## config.mk

```make
export PLATFORM = sky130hd
export DESIGN_NAME = vai_rx_demux
export DESIGN_NICKNAME = d
export VERILOG_FILES = /design/src/rtl/vai_rx_demux.sv
export SDC_FILE = /design/constraint.sdc
export NUM_CORES = 1
export LEC_CHECK = 0
export ABC_AREA = 1
export CAP_MARGIN = 20
export CORE_AREA = 5 5 564 566
export DETAILED_ROUTE_END_ITERATION = 6
export DIE_AREA = 0 0 569 571
export DONT_BUFFER_PORTS = 1
export PLACE_DENSITY_LB_ADDON = 0.1
export REMOVE_ABC_BUFFERS = 1
export SYNTH_ARGS = -nofsm -noshare
export SYNTH_HDL_FRONTEND = slang
export SYNTH_SLANG_ARGS = --single-unit
```

## constraint.sdc

```tcl
create_clock -name pClk -period 23.2 [get_ports pClk]
set_input_delay 3.48 -clock pClk [delete_from_list [all_inputs] [get_ports pClk]]
set_output_delay 3.48 -clock pClk [all_outputs]
set_load 0.05 [all_outputs]
```

## src/rtl/vai_rx_demux.sv

```systemverilog
`default_nettype none
// ============================================================================
// Module   : vai_rx_demux
// Brief    : Two-stage demultiplexer that steers upstream c0/c1 responses and
//            MMIO requests to sub-AFU ports by the 4-bit tag field.
// Revision : 1.0 - initial release
// ============================================================================
module vai_rx_demux #(
    parameter int NUM_SUB_AFUS = 9,
    parameter int TAG_LSB      = 12
) (
    input  logic                         pClk,
    input  logic                         SoftReset,

    input  logic                         up_c0_valid,
    input  logic [15:0]                  up_c0_mdata,
    input  logic [511:0]                 up_c0_data,
    input  logic                         up_c1_valid,
    input  logic [15:0]                  up_c1_mdata,
    input  logic                         up_mmio_valid,
    input  logic [15:0]                  up_mmio_addr,
    input  logic [63:0]                  up_mmio_wdata,
    input  logic                         up_mmio_rd,

    input  logic [NUM_SUB_AFUS-1:0]      afu_quiesce,

    output logic [NUM_SUB_AFUS-1:0]      afu_c0_valid,
    output logic [NUM_SUB_AFUS-1:0]      afu_c1_valid,
    output logic [NUM_SUB_AFUS-1:0]      afu_mmio_valid,
    output logic [15:0]                  afu_c0_mdata,
    output logic [511:0]                 afu_c0_data,
    output logic [15:0]                  afu_c1_mdata,
    output logic [15:0]                  afu_mmio_addr,
    output logic [63:0]                  afu_mmio_wdata,
    output logic                         afu_mmio_rd,

    output logic [15:0]                  drop_cnt,
    output logic [NUM_SUB_AFUS*16-1:0]   resp_cnt
);

    localparam logic [15:0] c_TAG_MASK = 16'hF << TAG_LSB;
    localparam logic [15:0] c_DROP_MAX = 16'hFFFF;

    // ------------------------------------------------------------------
    // Stage 1: capture upstream events
    // ------------------------------------------------------------------
    logic         r_s1_c0_valid;
    logic         r_s1_c1_valid;
    logic         r_s1_mmio_valid;
    logic [15:0]  r_s1_c0_mdata;
    logic [511:0] r_s1_c0_data;
    logic [15:0]  r_s1_c1_mdata;
    logic [15:0]  r_s1_mmio_addr;
    logic [63:0]  r_s1_mmio_wdata;
    logic         r_s1_mmio_rd;

    always_ff @(posedge pClk or posedge SoftReset) begin
        if (SoftReset) begin
            r_s1_c0_valid   <= 1'b0;
            r_s1_c1_valid   <= 1'b0;
            r_s1_mmio_valid <= 1'b0;
        end else begin
            r_s1_c0_valid   <= up_c0_valid;
            r_s1_c1_valid   <= up_c1_valid;
            r_s1_mmio_valid <= up_mmio_valid;
        end
    end

    // Payload only loads with a valid so idle cycles keep the last event.
    always_ff @(posedge pClk) begin
        if (up_c0_valid) begin
            r_s1_c0_mdata <= up_c0_mdata;
            r_s1_c0_data  <= up_c0_data;
        end
        if (up_c1_valid) begin
            r_s1_c1_mdata <= up_c1_mdata;
        end
        if (up_mmio_valid) begin
            r_s1_mmio_addr  <= up_mmio_addr;
            r_s1_mmio_wdata <= up_mmio_wdata;
            r_s1_mmio_rd    <= up_mmio_rd;
        end
    end

    // ------------------------------------------------------------------
    // Stage 2 decode: one-hot select per channel, quiesce applied here
    // ------------------------------------------------------------------
    logic [3:0]              w_c0_idx;
    logic [3:0]              w_c1_idx;
    logic [3:0]              w_mmio_idx;
    logic [NUM_SUB_AFUS-1:0] w_c0_sel;
    logic [NUM_SUB_AFUS-1:0] w_c1_sel;
    logic [NUM_SUB_AFUS-1:0] w_mmio_sel;
    logic                    w_c0_drop;
    logic                    w_c1_drop;
    logic                    w_mmio_drop;

    assign w_c0_idx   = r_s1_c0_mdata[TAG_LSB+3:TAG_LSB];
    assign w_c1_idx   = r_s1_c1_mdata[TAG_LSB+3:TAG_LSB];
    assign w_mmio_idx = r_s1_mmio_addr[TAG_LSB+3:TAG_LSB];

    // Indices beyond NUM_SUB_AFUS match no select bit and fall into drop.
    generate
        for (genvar i = 0; i < NUM_SUB_AFUS; i++) begin : g_route
            assign w_c0_sel[i]   = r_s1_c0_valid   && (32'(w_c0_idx)   == i) && !afu_quiesce[i];
            assign w_c1_sel[i]   = r_s1_c1_valid   && (32'(w_c1_idx)   == i) && !afu_quiesce[i];
            assign w_mmio_sel[i] = r_s1_mmio_valid && (32'(w_mmio_idx) == i) && !afu_quiesce[i];
        end
    endgenerate

    assign w_c0_drop   = r_s1_c0_valid   && !(|w_c0_sel);
    assign w_c1_drop   = r_s1_c1_valid   && !(|w_c1_sel);
    assign w_mmio_drop = r_s1_mmio_valid && !(|w_mmio_sel);

    // ------------------------------------------------------------------
    // Stage 2 registers: valids, payload, drop counter
    // ------------------------------------------------------------------
    logic [NUM_SUB_AFUS-1:0] r_c0_valid;
    logic [NUM_SUB_AFUS-1:0] r_c1_valid;
    logic [NUM_SUB_AFUS-1:0] r_mmio_valid;
    logic [15:0]             r_c0_mdata;
    logic [511:0]            r_c0_data;
    logic [15:0]             r_c1_mdata;
    logic [15:0]             r_mmio_addr;
    logic [63:0]             r_mmio_wdata;
    logic                    r_mmio_rd;
    logic [15:0]             r_drop_cnt;

    logic [1:0]              w_drop_inc;
    logic [16:0]             w_drop_sum;
    logic [15:0]             w_drop_next;

    assign w_drop_inc  = 2'(w_c0_drop) + 2'(w_c1_drop) + 2'(w_mmio_drop);
    assign w_drop_sum  = {1'b0, r_drop_cnt} + {15'b0, w_drop_inc};
    assign w_drop_next = w_drop_sum[16] ? c_DROP_MAX : w_drop_sum[15:0];

    always_ff @(posedge pClk or posedge SoftReset) begin
        if (SoftReset) begin
            r_c0_valid   <= '0;
            r_c1_valid   <= '0;
            r_mmio_valid <= '0;
            r_drop_cnt   <= '0;
        end else begin
            r_c0_valid   <= w_c0_sel;
            r_c1_valid   <= w_c1_sel;
            r_mmio_valid <= w_mmio_sel;
            r_drop_cnt   <= w_drop_next;
        end
    end

    always_ff @(posedge pClk) begin
        if (r_s1_c0_valid) begin
            r_c0_mdata <= r_s1_c0_mdata & ~c_TAG_MASK;
            r_c0_data  <= r_s1_c0_data;
        end
        if (r_s1_c1_valid) begin
            r_c1_mdata <= r_s1_c1_mdata & ~c_TAG_MASK;
        end
        if (r_s1_mmio_valid) begin
            r_mmio_addr  <= r_s1_mmio_addr & ~c_TAG_MASK;
            r_mmio_wdata <= r_s1_mmio_wdata;
            r_mmio_rd    <= r_s1_mmio_rd;
        end
    end

    // ------------------------------------------------------------------
    // Per-AFU delivered response counters (c0 + c1), wrapping
    // ------------------------------------------------------------------
    generate
        for (genvar i = 0; i < NUM_SUB_AFUS; i++) begin : g_resp
            logic [15:0] r_resp_cnt;
            logic [1:0]  w_resp_inc;

            assign w_resp_inc = 2'(w_c0_sel[i]) + 2'(w_c1_sel[i]);

            always_ff @(posedge pClk or posedge SoftReset) begin
                if (SoftReset) begin
                    r_resp_cnt <= '0;
                end else begin
                    r_resp_cnt <= r_resp_cnt + {14'b0, w_resp_inc};
                end
            end

            assign resp_cnt[i*16 +: 16] = r_resp_cnt;
        end
    endgenerate

    assign afu_c0_valid   = r_c0_valid;
    assign afu_c1_valid   = r_c1_valid;
    assign afu_mmio_valid = r_mmio_valid;
    assign afu_c0_mdata   = r_c0_mdata;
    assign afu_c0_data    = r_c0_data;
    assign afu_c1_mdata   = r_c1_mdata;
    assign afu_mmio_addr  = r_mmio_addr;
    assign afu_mmio_wdata = r_mmio_wdata;
    assign afu_mmio_rd    = r_mmio_rd;
    assign drop_cnt       = r_drop_cnt;

endmodule
`default_nettype wire

```

==> flow_results.org <==
** Die
- Area inside the core boundary :: 313000 sq um
- # IOs :: about 1500
- The die covers 325000 sq um.
- From bottom edge to top edge, the die measures 571 um.
- The floorplan has 206 rows.
- Width of the die :: 569 um
- Initial core utilization :: 14.8%

** Clock tree
- After clock tree synthesis, the flow added hold-fix buffers numbering 0.
- TritonCTS built the clock tree.
- Setup fix buffers added after clock tree synthesis :: 0
- Sink Count :: 1428
- No sink is reached through more buffers than the 4 on the longest clock path.
- Clock-pin slew was measured on the worst setup and hold paths at 0.06 ns.
- Counting the buffers created by CTS gives 185.
- Buffer cell driving the clock tree root :: clkbuf_16
- Resized Gates After CTS :: 0
- Level count of the clock H-tree :: 4
- Clock latency on the worst-skew pair, taken at its later pin, is 0.83 ns.

** Worst setup path
- STA classifies the critical path startpoint as an input port.
- At the worst endpoint, the arrival time is slightly below 6 ns.
- STA puts the critical path data required time at around 24 ns.
- The worst setup path is captured at a flip-flop.
- By startpoint and endpoint, the worst setup path is classified as input port to flip-flop.
- In this run the worst path has a maximum fanout of 15.

** Timing
- Final Cycle Share :: 22.9%
- Unrepaired setup endpoints after global routing :: no
- Final hold analysis gives a worst-case slack of 0.376 ns.
- Maximum achievable frequency :: 0.188 GHz
- Post-Route Setup TNS :: 0 ns
- Number of setup violations in the final report :: 0
- In this run the tightest slew margin relative to its limit is 7.92%.
- Least-Margin Pin Slew :: ~1.4 ns
- After layout, the minimum clock period comes to 5.31 ns.
- Clock skew on the completed layout was measured at 0.0532 ns.
- The final hold violation count was 0.
- Max-slew violation count :: 0

** Hold path
- HP Class :: flip-flop to flip-flop

** Power
- Worst vdd rail ir drop :: 0.0594 mV
- Leakage power total :: 20.2 nW
- Dividing total power by cell area gives a power density of about 120 nW/um^2.

** Placed design
- Routability congestion estimate from global placement :: 0.795
- Sum of net half-perimeters after detailed placement :: 148000 um
- During placement, the flow inserted port buffers numbering 0.

** Global route
- Via count of the first global-routing pass :: 22500
- Global routing used 11.1% of the available tracks across all layers.
- Overflow left after global routing :: 0
- Entering global routing, the biggest net connects 530 pins.
- The initial antenna violation count is ~160.
- The first global-routing pass estimated approximately 240000 um of wire.

** Layout
- Proportion of layout cells with a drive suffix above 1 :: 11.8%
- The area growth from synthesis to layout is 25.0%.
- For this run, the post-layout net count is 3186.

** Run status
- Outcome :: finished, final reports clean

** Detailed routing
- In this run, the number of DRC markers left after iteration 0 of detailed routing was about 1400.
- Summed over all layers, the routed wires come to 191000 um.
- Once detail routing completed, the nets flagged for antenna violations numbered 0.
- Total DRC errors in the routed layout :: 0
- In the final routed layout, each cell accounts on average for ~28 um.
- In the routed layout, each cell is associated on average with a via count of approximately 3.2.
- The pre-antenna-repair detailed-routing pass consisted of 5 iterations.
- Count of vias placed by the detailed router :: 21700

** Synth
- The share of the Yosys chip area taken by registers is 90.2%.
- In this run, distinct cell masters in the synthesized netlist total 29.
- Avg Inst Size Synth :: 20.0 sq um
- Synth Cell Area :: 46500 sq um
- In this run, synthesis produced a sequential element count of approximately 1400.
- The Yosys step of the flow raised 0 warnings.
- Synthesis produced 2327 cells.

** Flow run
- Max-Cap Viols :: 0
-- placed cells by master (no fill, tap or decap), types with 4 or more instances in the layout --
master / count
buf_4: 9
bufinv_16: 24
clkbuf_1: 24
clkbuf_16: 186
clkbuf_8: 4
clkinv_1: 36
clkinv_16: 4
clkinv_2: 26
clkinv_8: 4
clkinvlp_4: 19
conb_1: 12
dfrtp_1: 188
diode_2: 11
edfxtp_1: 1238
fa_1: 11
ha_1: 11
inv_1: 193
inv_6: 11
nand2_1: 238
nand3_1: 85
nand3_2: 5
nand4_1: 32
nor2_1: 133
nor2_2: 4
nor3_1: 49
o21ai_0: 14
xnor2_1: 18
xor2_1: 76
-- final cells by class --
| class | instances | area, sq um |
|---|---|---|
| Fill cell | 33300 | 255000 |
| Tap cell | 4160 | 5200 |
| Inverter | 194 | 736 |
| Antenna cell | 11 | 27.5 |
| Multi-Input combinational cell | 703 | 3780 |
| Clock inverter | 127 | 1450 |
| Clock buffer | 214 | 4800 |
| Sequential cell | 1428 | 41900 |
| Timing Repair Buffer | 13 | 170 |
-- layer usage --
metal	track usage (%)	share of wire, %	vias up
li1	-	-	8880
met1	10.1	31	10800
met2	20.5	52	1507
met3	7.15	14	529
met4	2.82	3.3	34
met5	0	0.12	-
-- worst max-delay path: stages --
cell and delay, ns:
inv_1 0.05, nand4_1 0.20, nand2_1 0.08, nor2_1 0.11, nand3_1 0.14, fa_1 0.52, inv_1 0.05, ha_1 0.23
fa_1 0.41, nand2_1 0.10, inv_1 0.11, nand2_4 0.11, nor2_4 0.05, nand3_4 0.17, o21ai_0 0.14
-- cell usage after synthesis --
cell	n	area (sq um)
a21boi_0	1	7.51
a21oi_1	1	5.00
buf_4	12	90.1
buf_6	1	11.3
conb_1	1	3.75
dfrtp_1	190	4750
edfxtp_1	1238	37200
fa_1	11	220
ha_1	11	138
inv_1	194	728
nand2_1	238	893
nand2_2	1	6.26
nand2_4	1	11.3
nand3_1	85	425
nand3_2	5	50.1
nand3_4	1	17.5
nand3b_1	1	7.51
nand4_1	32	200
nor2_1	133	499
nor2_2	4	25.0
nor2_4	3	33.8
nor3_1	49	245
nor3_2	3	30.0
nor3_4	1	16.3
o21ai_0	14	70.1
o21bai_1	1	7.51
or2_2	1	6.26
xnor2_1	18	158
xor2_1	76	666
-- flip-flops by register name, indices dropped and copies added (netlist names), 9 cells and up --
register	cells
afu_mmio_addr	12
afu_mmio_valid	9
g_resp.r_resp_cnt	144
r_s1_c0_data	512
r_s1_mmio_addr	16
r_s1_mmio_wdata	64
afu_c1_mdata	12
r_s1_c0_mdata	16
r_s1_c1_mdata	16
drop_cnt	16
afu_mmio_wdata	64
afu_c1_valid	9
afu_c0_mdata	12
afu_c0_valid	9
afu_c0_data	512
-- logic make-up after synthesis --
kind of cell / after synthesis / share of synthesized area (%)
compound gates: 17 / 0.194
buf+inv: 207 / 1.78
flops: 1428 / 90.2
fa+ha+maj: 22 / 0.770
simple gates: 558 / 5.31
other cells: 1 / 0.00806
xor+xnor: 94 / 1.77
-- through the flow --
| stage | setup WS (ns) | instances | util, % | cell area (sq um) | total power [mW] |
|---|---|---|---|---|---|
| 2_1_floorplan | 8.83 | 2325 | - | 46400 | 3.75 |
| 3_3_place_gp | 17.01 | 6495 | 16.5 | 51700 | 3.94 |
| 3_5_place_dp | 17.07 | 6495 | 16.5 | 51700 | 3.94 |
| 4_1_cts | 17.65 | 6836 | 18.5 | 58000 | 6.99 |
| 5_1_grt | 17.76 | 6842 | 18.5 | 58100 | 7.13 |
| 6_report | 17.89 | 6850 | 18.6 | 58100 | 6.84 |
-- report_power, final --
part / internal, mW / total [mW] / switching [mW]
registers: 3.06 / 3.75 / 0.694
logic: 0.0304 / 0.126 / 0.0956
clock network: 1.76 / 2.96 / 1.19
total: 4.85 / 6.84 / 1.98
-- final timing paths --
| kind | start | endpoint | slack [ns] | cells after the start |
|---|---|---|---|---|
| max in group asynchronous | SoftReset | r_s1_c0_valid$_DFF_PP0_ | 18.49 | 3 |
| max reg2reg | r_s1_c0_valid$_DFF_PP0_ | afu_c0_data[256]$_DFFE_PP_ | 19.37 | 3 |
| min reg2reg | r_s1_c0_data[148]$_DFFE_PP_ | afu_c0_data[148]$_DFFE_PP_ | 0.38 | 0 |
| min | r_s1_c0_data[148]$_DFFE_PP_ | afu_c0_data[148]$_DFFE_PP_ | 0.38 | 0 |
| min in group asynchronous | SoftReset | g_resp[1].r_resp_cnt[14]$_DFF_PP0_ | 2.61 | 1 |
| max | afu_quiesce[4] | drop_cnt[2]$_DFF_PP0_ | 17.89 | 15 |
Note: power is estimated with default switching activity, not from simulation.
